## src/rtl/ram_bus_ctrl_if.sv

```systemverilog
// ----------------------------------------------------------------------------
// ram_bus_ctrl_if
// Bundle of the CPU/cache request bus and the RAM port-A lane bus that
// surround ram_bus_ctrl. Signal names are seen from the controller.
//
//   mem_addr_i   [31:0]     byte address of the request
//   mem_data_i   [31:0]     write data
//   mem_wr_i     [3:0]      byte-lane write strobes
//   mem_rd_i                read request
//   mem_burst_i             read is a 4-beat wrapping burst
//   mem_accept_o            request taken on the coming edge
//   mem_data_o   [31:0]     registered read data
//   mem_ack_o               one pulse per completed write or read beat
//   mem_last_o              final ack of a transfer
//   ram_addr_o   [SIZE-1:0] word address to all four lanes
//   ram_data_o   [31:0]     lane write data
//   ram_wr_o     [3:0]      per-lane write enable
//   ram_data_i   [31:0]     lane read data (registered-address RAM)
//
// Modports: slave = the controller, master = requester plus RAM side.
// ----------------------------------------------------------------------------
interface ram_bus_ctrl_if #(
    parameter int SIZE = 14
);
    logic [31:0]     mem_addr_i;
    logic [31:0]     mem_data_i;
    logic [3:0]      mem_wr_i;
    logic            mem_rd_i;
    logic            mem_burst_i;
    logic            mem_accept_o;
    logic [31:0]     mem_data_o;
    logic            mem_ack_o;
    logic            mem_last_o;
    logic [SIZE-1:0] ram_addr_o;
    logic [31:0]     ram_data_o;
    logic [3:0]      ram_wr_o;
    logic [31:0]     ram_data_i;

    modport slave (
        input  mem_addr_i, mem_data_i, mem_wr_i, mem_rd_i, mem_burst_i,
        input  ram_data_i,
        output mem_accept_o, mem_data_o, mem_ack_o, mem_last_o,
        output ram_addr_o, ram_data_o, ram_wr_o
    );

    modport master (
        output mem_addr_i, mem_data_i, mem_wr_i, mem_rd_i, mem_burst_i,
        output ram_data_i,
        input  mem_accept_o, mem_data_o, mem_ack_o, mem_last_o,
        input  ram_addr_o, ram_data_o, ram_wr_o
    );
endinterface

```

## src/rtl/ram_bus_ctrl.sv

```systemverilog
// ----------------------------------------------------------------------------
// ram_bus_ctrl
// Bus-side controller in front of port A of a four-lane byte-wide dual-port
// RAM. Turns 32-bit memory requests into lane address/data/strobes, hides
// the RAM's one-cycle registered-address read latency and returns registered
// read data with an ack. Supports 4-beat wrapping (critical-word-first) read
// bursts for cache line fills.
//
// Ports:
//   clk_i  rising-edge clock
//   rst_i  asynchronous active-high reset
//   bus    ram_bus_ctrl_if.slave (request bus + RAM lane bus)
// ----------------------------------------------------------------------------
module ram_bus_ctrl #(
    parameter int SIZE = 14
) (
    input  logic          clk_i,
    input  logic          rst_i,
    ram_bus_ctrl_if.slave bus
);

    typedef enum logic [1:0] {
        IDLE  = 2'd0,
        RD    = 2'd1,
        BURST = 2'd2,
        LAST  = 2'd3
    } state_t;

    state_t          state;
    state_t          state_nxt;

    logic [1:0]      cnt;
    logic [SIZE-1:0] base;
    logic [31:0]     rd_data_p1;
    logic            ack_p1;
    logic            last_p1;

    logic [SIZE-1:0] word_addr;
    logic            wr_req;
    logic            rd_req;
    logic [1:0]      beat_lo;

    assign word_addr = bus.mem_addr_i[SIZE+1:2];
    assign wr_req    = |bus.mem_wr_i;
    // Any write strobe wins over a simultaneous read request.
    assign rd_req    = bus.mem_rd_i & ~wr_req;
    // Beat offset wraps inside the 4-word line.
    assign beat_lo   = base[1:0] + cnt;

    // Address bits outside the word index alias and are deliberately dropped.
    logic unused_addr_bits;
    assign unused_addr_bits = ^{bus.mem_addr_i[31:SIZE+2], bus.mem_addr_i[1:0]};

    // State register
    always_ff @(posedge clk_i or posedge rst_i) begin
        if (rst_i) begin
            state <= IDLE;
        end else begin
            state <= state_nxt;
        end
    end

    // Next-state logic
    always_comb begin
        state_nxt = state;
        case (state)
            IDLE: begin
                if (rd_req) begin
                    state_nxt = bus.mem_burst_i ? BURST : RD;
                end
            end
            RD:      state_nxt = IDLE;
            BURST:   state_nxt = (cnt == 2'd3) ? LAST : BURST;
            LAST:    state_nxt = IDLE;
            default: state_nxt = IDLE;
        endcase
    end

    // Output logic
    always_comb begin
        bus.mem_accept_o = (state == IDLE);
        bus.ram_addr_o   = word_addr;
        bus.ram_data_o   = bus.mem_data_i;
        bus.ram_wr_o     = 4'b0000;
        case (state)
            IDLE: begin
                if (wr_req) begin
                    bus.ram_wr_o = bus.mem_wr_i;
                end
            end
            BURST:   bus.ram_addr_o = {base[SIZE-1:2], beat_lo};
            default: ;
        endcase
    end

    // Read-data capture, ack/last generation and burst bookkeeping
    always_ff @(posedge clk_i or posedge rst_i) begin
        if (rst_i) begin
            cnt        <= 2'd0;
            base       <= '0;
            rd_data_p1 <= 32'd0;
            ack_p1     <= 1'b0;
            last_p1    <= 1'b0;
        end else begin
            ack_p1  <= 1'b0;
            last_p1 <= 1'b0;
            case (state)
                IDLE: begin
                    if (wr_req) begin
                        ack_p1  <= 1'b1;
                        last_p1 <= 1'b1;
                    end else if (rd_req && bus.mem_burst_i) begin
                        // Beat 0 address goes out this cycle as word_addr.
                        base <= word_addr;
                        cnt  <= 2'd1;
                    end
                end
                RD: begin
                    rd_data_p1 <= bus.ram_data_i;
                    ack_p1     <= 1'b1;
                    last_p1    <= 1'b1;
                end
                BURST: begin
                    rd_data_p1 <= bus.ram_data_i;
                    ack_p1     <= 1'b1;
                    cnt        <= cnt + 2'd1;
                end
                LAST: begin
                    rd_data_p1 <= bus.ram_data_i;
                    ack_p1     <= 1'b1;
                    last_p1    <= 1'b1;
                end
                default: ;
            endcase
        end
    end

    assign bus.mem_data_o = rd_data_p1;
    assign bus.mem_ack_o  = ack_p1;
    assign bus.mem_last_o = last_p1;

endmodule

```

## src/flat_wrapper.sv

```systemverilog
// flat-port wrapper written by rule: the top's interface ports become plain ports
module ram_bus_ctrl_flat 
#(
    parameter int SIZE = 14
)
  (clk_i, rst_i, bus_mem_addr_i, bus_mem_data_i, bus_mem_wr_i, bus_mem_rd_i, bus_mem_burst_i, bus_ram_data_i, bus_mem_accept_o, bus_mem_data_o, bus_mem_ack_o, bus_mem_last_o, bus_ram_addr_o, bus_ram_data_o, bus_ram_wr_o);
  ram_bus_ctrl_if #(.SIZE(SIZE)) bus_i ();
  input  logic clk_i;
  input  logic rst_i;
  input wire logic [$bits(bus_i.mem_addr_i)-1:0] bus_mem_addr_i;
  input wire logic [$bits(bus_i.mem_data_i)-1:0] bus_mem_data_i;
  input wire logic [$bits(bus_i.mem_wr_i)-1:0] bus_mem_wr_i;
  input wire logic [$bits(bus_i.mem_rd_i)-1:0] bus_mem_rd_i;
  input wire logic [$bits(bus_i.mem_burst_i)-1:0] bus_mem_burst_i;
  input wire logic [$bits(bus_i.ram_data_i)-1:0] bus_ram_data_i;
  output wire logic [$bits(bus_i.mem_accept_o)-1:0] bus_mem_accept_o;
  output wire logic [$bits(bus_i.mem_data_o)-1:0] bus_mem_data_o;
  output wire logic [$bits(bus_i.mem_ack_o)-1:0] bus_mem_ack_o;
  output wire logic [$bits(bus_i.mem_last_o)-1:0] bus_mem_last_o;
  output wire logic [$bits(bus_i.ram_addr_o)-1:0] bus_ram_addr_o;
  output wire logic [$bits(bus_i.ram_data_o)-1:0] bus_ram_data_o;
  output wire logic [$bits(bus_i.ram_wr_o)-1:0] bus_ram_wr_o;
  assign bus_i.mem_addr_i = bus_mem_addr_i;
  assign bus_i.mem_data_i = bus_mem_data_i;
  assign bus_i.mem_wr_i = bus_mem_wr_i;
  assign bus_i.mem_rd_i = bus_mem_rd_i;
  assign bus_i.mem_burst_i = bus_mem_burst_i;
  assign bus_i.ram_data_i = bus_ram_data_i;
  assign bus_mem_accept_o = bus_i.mem_accept_o;
  assign bus_mem_data_o = bus_i.mem_data_o;
  assign bus_mem_ack_o = bus_i.mem_ack_o;
  assign bus_mem_last_o = bus_i.mem_last_o;
  assign bus_ram_addr_o = bus_i.ram_addr_o;
  assign bus_ram_data_o = bus_i.ram_data_o;
  assign bus_ram_wr_o = bus_i.ram_wr_o;
  ram_bus_ctrl #(.SIZE(SIZE)) u_core (.clk_i(clk_i), .rst_i(rst_i), .bus(bus_i));
endmodule
```

## config.mk

```make
export PLATFORM = sky130hd
export DESIGN_NAME = ram_bus_ctrl_flat
export DESIGN_NICKNAME = d
export VERILOG_FILES = /design/src/rtl/ram_bus_ctrl_if.sv /design/src/rtl/ram_bus_ctrl.sv /design/src/flat_wrapper.sv
export SDC_FILE = /design/constraint.sdc
export NUM_CORES = 1
export LEC_CHECK = 0
export CORE_UTILIZATION = 34
export DETAILED_ROUTE_END_ITERATION = 8
export MAX_ROUTING_LAYER = met4
export PLACE_DENSITY = 0.81
export SLEW_MARGIN = 20
export SYNTH_ARGS = -nofsm -noshare
export SYNTH_HDL_FRONTEND = slang
export SYNTH_SLANG_ARGS = --single-unit
```

## constraint.sdc

```tcl
create_clock -name clk_i -period 2.26 [get_ports clk_i]
set_clock_uncertainty 0.05 [all_clocks]
set_input_delay 0.565 -clock clk_i [delete_from_list [all_inputs] [get_ports clk_i]]
set_output_delay 0.565 -clock clk_i [all_outputs]
set_load 0.02 [all_outputs]
```

# Word-level counts from Yosys, hierarchy flattened
# Cells that the tools add are included.
dict set report word_totals {
  regBits 52
  out_inout_bits 85
}
dict set report op_classes {
  n_bitwise 2
  add_sub_neg 2
  reduce_logical 8
  n_eq_ne 7
  mux 13
}
# cell count
set ops {}
lappend ops {{2-to-1 mux 14 bit} 1}
lappend ops {{2-to-1 mux 2 bit} 4}
lappend ops {{2-to-1 mux 4 bit} 2}
lappend ops {{== test 2 bit (second input constant)} 3}
lappend ops {{case mux 2 bit (3 select lines)} 1}
lappend ops {{AND reduction 3 bit} 2}
lappend ops {{inequality test 2 x 1 -> 1 bit (second input constant)} 2}
lappend ops {{case mux 1 bit (2 select lines)} 2}
lappend ops {{case mux 2 bit (2 select lines)} 1}
lappend ops {{OR reduction 4 bit} 1}
lappend ops {{OR reduction 3 bit} 1}
lappend ops {{adder 2 x 1 -> 2 bit (second input constant)} 1}
lappend ops {{adder 2 bit} 1}
lappend ops {{== test 2 x 1 -> 1 bit (second input constant)} 1}
lappend ops {{logical NOT 2 bit} 1}
lappend ops {{2-to-1 mux 1 bit} 2}
lappend ops {{inequality test 2 bit (second input constant)} 1}
lappend ops {{nonzero test 2 bit} 1}
lappend ops {{OR reduction 2 bit} 1}
lappend ops {{bitwise AND 1 bit} 1}
lappend ops {{logical AND 1 bit} 1}
lappend ops {{NOT 1 bit} 1}

# Logic depth before layout (Yosys ltp)
dict set report depth {
  depth_word 7
  mapped_depth 5
  mapped_depth_nobuf 4
}

# Worst setup path after synthesis
# Ideal clock, no wire load.
dict set report synth_timing {
  path_type {register to output}
  from {register u_core.state[1]}
  to {output port bus_ram_addr_o[0]}
  stages_incl_launch_ff 6
  path_buffers 3
  path_slack_ps 203
  t_arrival_ps 1442
  path_cell_list {dfrtp_1 > clkbuf_1 > nor2b_1 > buf_2 > buf_2 > mux2_2}
}
dict set report synth_between {
  elab_chain_cells 2
}
# item line
set synth_lines {}
lappend synth_lines {{start: declaration} ram_bus_ctrl.sv:29} ;# state_t state;
lappend synth_lines {{start signal: assignment} ram_bus_ctrl.sv:59} ;# state <= state_nxt;
lappend synth_lines {{== test 2 bit} ram_bus_ctrl.sv:85} ;# case (state)
lappend synth_lines {{2-to-1 mux 14 bit} ram_bus_ctrl.sv:85}
lappend synth_lines {{end: declaration} flat_wrapper.sv:20} ;# output wire logic [$bits(bus_i.ram_addr_o)-1:0] bus_ram_addr_o;
# Every way passes these cells.

# Worst setup path in the final report
dict set report layout_timing {
  from {register u_core.state[0]}
  to {output port bus_ram_addr_o[12]}
}
# The elaborated chain is that of the path after synthesis.

==> insert_results.sql <==
INSERT INTO impl_metrics (metric_group, metric, value, unit) VALUES
('timing', 'rsz0062_at_grt', 'false', ''),
('global_routing', 'grt_pass1_vias', '1759', ''),
('clock_network', 'cts_max_path_buffers', '2', ''),
('routing', 'vias_per_cell', '4.51', ''),
('yosys', 'average_cell_area_after_synthesis', '14.1', 'µm²'),
('hold_path', 'min-delay-start', 'u_core.bus.mem_data_o[23]', ''),
('pwr', 'power_switching_share', '0.338', ''),
('pwr', 'power.share.sequential', '0.322', ''),
('timing', 'fmax', '0.454', 'GHz'),
('timing', 'final.hold.worst_slack', '459', 'ps'),
('timing', 'slew_headroom', '0.662', ''),
('outcome', 'outcome', 'finished clean', ''),
('floorplan', 'die_outline_area', '0.00774', 'mm²'),
('floorplan', 'floorplan.initialDensity', '0.360', ''),
('yosys', 'synth_cell_types', '23', ''),
('place', 'globalplace.congestion', '0.730', ''),
('critical_path', 'cpMaxStageDelayCell', 'sky130_fd_sc_hd__dfrtp_1', ''),
('clock_network', 'numCtsBuffers', '5', ''),
('layout', 'final_design_area_no_fill', '0.00372', 'mm²'),
('hold_path', 'holdPathEnd', 'u_core.bus.mem_data_o[23]', ''),
('clock_network', 'cts_hold_buf', '0', ''),
('critical_path', 'reg2regPathDepth', '7', ''),
('timing', 'maxSlewViolCount', '0', ''),
('critical_path', 'timing.setup.critical_path_class', 'reg2out', ''),
('yosys', 'asyncSetResetFlopFracSynth', '1.00', ''),
('critical_path', 'crit_fanout', '7', ''),
('critical_path', 'critical_path.endpoint_type', 'output pin', ''),
('critical_path', 'critPathBufInv', '2', ''),
('timing', 'slew_of_the_pin_with_the_lowest_slew_margin', '507', 'ps'),
('clock_network', 'tritoncts', 'built', ''),
('yosys', 'synthDominantAreaCellType', 'sky130_fd_sc_hd__dfrtp_1', ''),
('layout', 'layoutNonFillerInstCount', '373', ''),
('floorplan', 'ios', '189', ''),
('floorplan', 'num_rows', '30', ''),
('yosys', 'mappedNetlistNets', '284', ''),
('clock_network', 'clk_latency', '290', 'ps'),
('yosys', 'number_of_enable_flip_flop_cells_after_synthesis', '0', ''),
('clock_network', 'cts_num_sinks', '52', ''),
('global_routing', 'grt_remaining_overflow', '0', ''),
('yosys', 'synth_mux_area_frac', '0.284', ''),
('layout', 'nNetsFinal', '382', ''),
('floorplan', 'die_width', '88.0', 'µm'),
('pwr', 'p_total', '4.78', 'mW'),
('pwr', 'p_per_area', '1290', 'mW/mm²'),
('routing', 'wl_per_cell', '14.0', 'µm'),
('timing', 'post-route-period-util', '0.974', ''),
('layout', 'seqCellArea', '0.00130', 'mm²'),
('routing', 'num_vias', '1683', ''),
('yosys', 'synthSimpleGateAreaFrac', '0.0398', ''),
('critical_path', 'startpoint_type', 'flop', ''),
('critical_path', 'cp_cell_sequence', 'nor2b_2 > buf_6 > mux2_2 > clkdlybuf4s15_2', ''),
('place', 'detailed_place.area', '0.00356', 'mm²'),
('clock_network', 'cts.root.buffer_cell', 'sky130_fd_sc_hd__clkbuf_8', ''),
('global_routing', 'grt_pass1_wl', '8250', 'µm'),
('yosys', 'post_synth_main_area_contributors', 'sky130_fd_sc_hd__dfrtp_1 (52%), sky130_fd_sc_hd__mux2_2 (22%), sky130_fd_sc_hd__buf_4 (10%), sky130_fd_sc_hd__mux2_4 (6.0%), sky130_fd_sc_hd__ha_1 (1.0%)', ''),
('yosys', 'seq_area_frac_synth', '0.518', ''),
('yosys', 'synth.cell_area', '0.00251', 'mm²'),
('pwr', 'power.leakage', '1.63', 'nW'),
('yosys', 'yosys_warnings', '0', ''),
('pwr', 'power.share.combinational', '0.535', ''),
('layout', 'layout.filler_cells', '658', ''),
('critical_path', 'cpPeakStageDelay', '400', 'ps'),
('yosys', 'synthCells', '178', ''),
('pwr', 'p_switching', '1.61', 'mW'),
('timing', 'final_period_minus_worst_setup_slack', '2200', 'ps'),
('clock_network', 'clock_input_transition_at_the_sequential_cells_of_the_worst_setup_and_hold_paths', '90', 'ps'),
('critical_path', 'data_required_time_of_the_worst_path', '1640', 'ps'),
('floorplan', 'die_height', '88.0', 'µm'),
('clock_network', 'clock_tree.htree_level_count', '2', ''),
('routing', 'initialDrtViolationCount', '31', ''),
('routing', 'remaining_drc_errors', '0', '');
## layer usage
| metal | wire (µm) | global-route usage | vias up |
|---|---|---|---|
| met4 | 91 | 0.0432 | 0 |
| met1 | 2070 | 0.154 | 816 |
| li1 | - | - | 776 |
| met2 | 2690 | 0.254 | 74 |
| met3 | 379 | 0.0396 | 17 |
| met5 | 0 | - | - |
## worst max-delay path by stage
| stage | slack (ps) | cells after the start | endpoint | startpoint |
|---|---|---|---|---|
| final | 60 | 4 | bus_ram_addr_o[12] | u_core.state[0] |
| after global routing | 3 | 5 | bus_ram_addr_o[10] | u_core.state[0] |
| after CTS | -20 | 5 | bus_ram_addr_o[4] | u_core.state[0] |
| after detailed placement | -190 | 3 | bus_ram_wr_o[1] | bus_mem_wr_i[1] |
| after global placement | -190 | 3 | bus_ram_wr_o[1] | bus_mem_wr_i[1] |
| after floorplan | 200 | 5 | bus_ram_addr_o[0] | u_core.state[1] |
## power groups by stage
stage	clock [mW]	sequential [mW]	combinational [mW]
detailed placement	0	1.56	2.55
global route	0.746	1.60	2.73
global placement	0	1.53	2.51
finish	0.683	1.54	2.56
CTS	0.713	1.54	2.57
floorplan	0	1.92	1.12
## cells in the mapped netlist (2+ instances only)
library cell	number
sky130_fd_sc_hd__mux2_4	10
sky130_fd_sc_hd__buf_4	34
sky130_fd_sc_hd__a311oi_1	2
sky130_fd_sc_hd__inv_1	2
sky130_fd_sc_hd__nor2b_1	2
sky130_fd_sc_hd__mux2_2	50
sky130_fd_sc_hd__nor2_1	4
sky130_fd_sc_hd__dfrtp_1	52
sky130_fd_sc_hd__and2_1	3
sky130_fd_sc_hd__xnor2_1	2
sky130_fd_sc_hd__buf_2	4
sky130_fd_sc_hd__ha_1	2
## state kept, by name (all words and copies together) (netlist names)
name,cells
u_core.base,14
u_core.bus.mem_ack_o,1
u_core.bus.mem_data_o,32
u_core.bus.mem_last_o,1
u_core.cnt,2
u_core.state,2
## worst register-to-register path: stages, from the launching register on
cell and delay, ps:
sky130_fd_sc_hd__dfrtp_1 390, sky130_fd_sc_hd__buf_4 160, sky130_fd_sc_hd__nor2_4 210, sky130_fd_sc_hd__buf_4 140, sky130_fd_sc_hd__buf_4 130, sky130_fd_sc_hd__nand4_4 110
sky130_fd_sc_hd__buf_12 180, sky130_fd_sc_hd__mux2_4 310
## metrics by stage
stage / utilization / worst slack, ps
2_1_floorplan: - / 203
4_1_cts: 0.533 / -17.4
3_5_place_dp: 0.510 / -192
5_1_grt: 0.532 / 2.69
6_report: 0.532 / 59.7
3_3_place_gp: 0.510 / -192
## cells in the final DEF (no fill, tap or decap), drive strengths merged, types with 2 or more instances in the layout
cell type	synthesis	layout
clkdlybuf4s50	0	87
mux2	60	60
dfrtp	52	52
buf	39	38
clkbuf	1	7
dlygate4sd2	0	5
nor2	4	4
and2	4	4
a311oi	2	2
nor2b	2	2
inv	2	2
xnor2	2	2
ha	2	2
## timing repair
action	4_1_cts	5_1_grt
pin swaps	2	0
endpoints found under the setup margin	19	12
gates resized for setup	52	18
gates cloned	0	0
endpoints found under the hold margin	0	0
setup buffers	7	1
## cell type report
cell class / instances / area share
clock inverter: 1 / 0.00808
multi-input combinational: 84 / 0.252
tap: 96 / 0.0323
clock buffer: 7 / 0.0259
timing repair buffer: 131 / 0.329
inverter: 2 / 0.00202
sequential: 52 / 0.350
## cells by family (layout without fill, tap and decap cells)
kind of cell               Yosys count  after routing
xor gates and xnor gates             2              2
muxes                               60             60
adders and majority gates            2              2
AOI/OAI and AO/OA                    7              7
DFF                                 52             52
and+or+nand+nor                     13             13
buffers and inverters               42            141
Note: power is estimated with default switching activity, not from simulation.
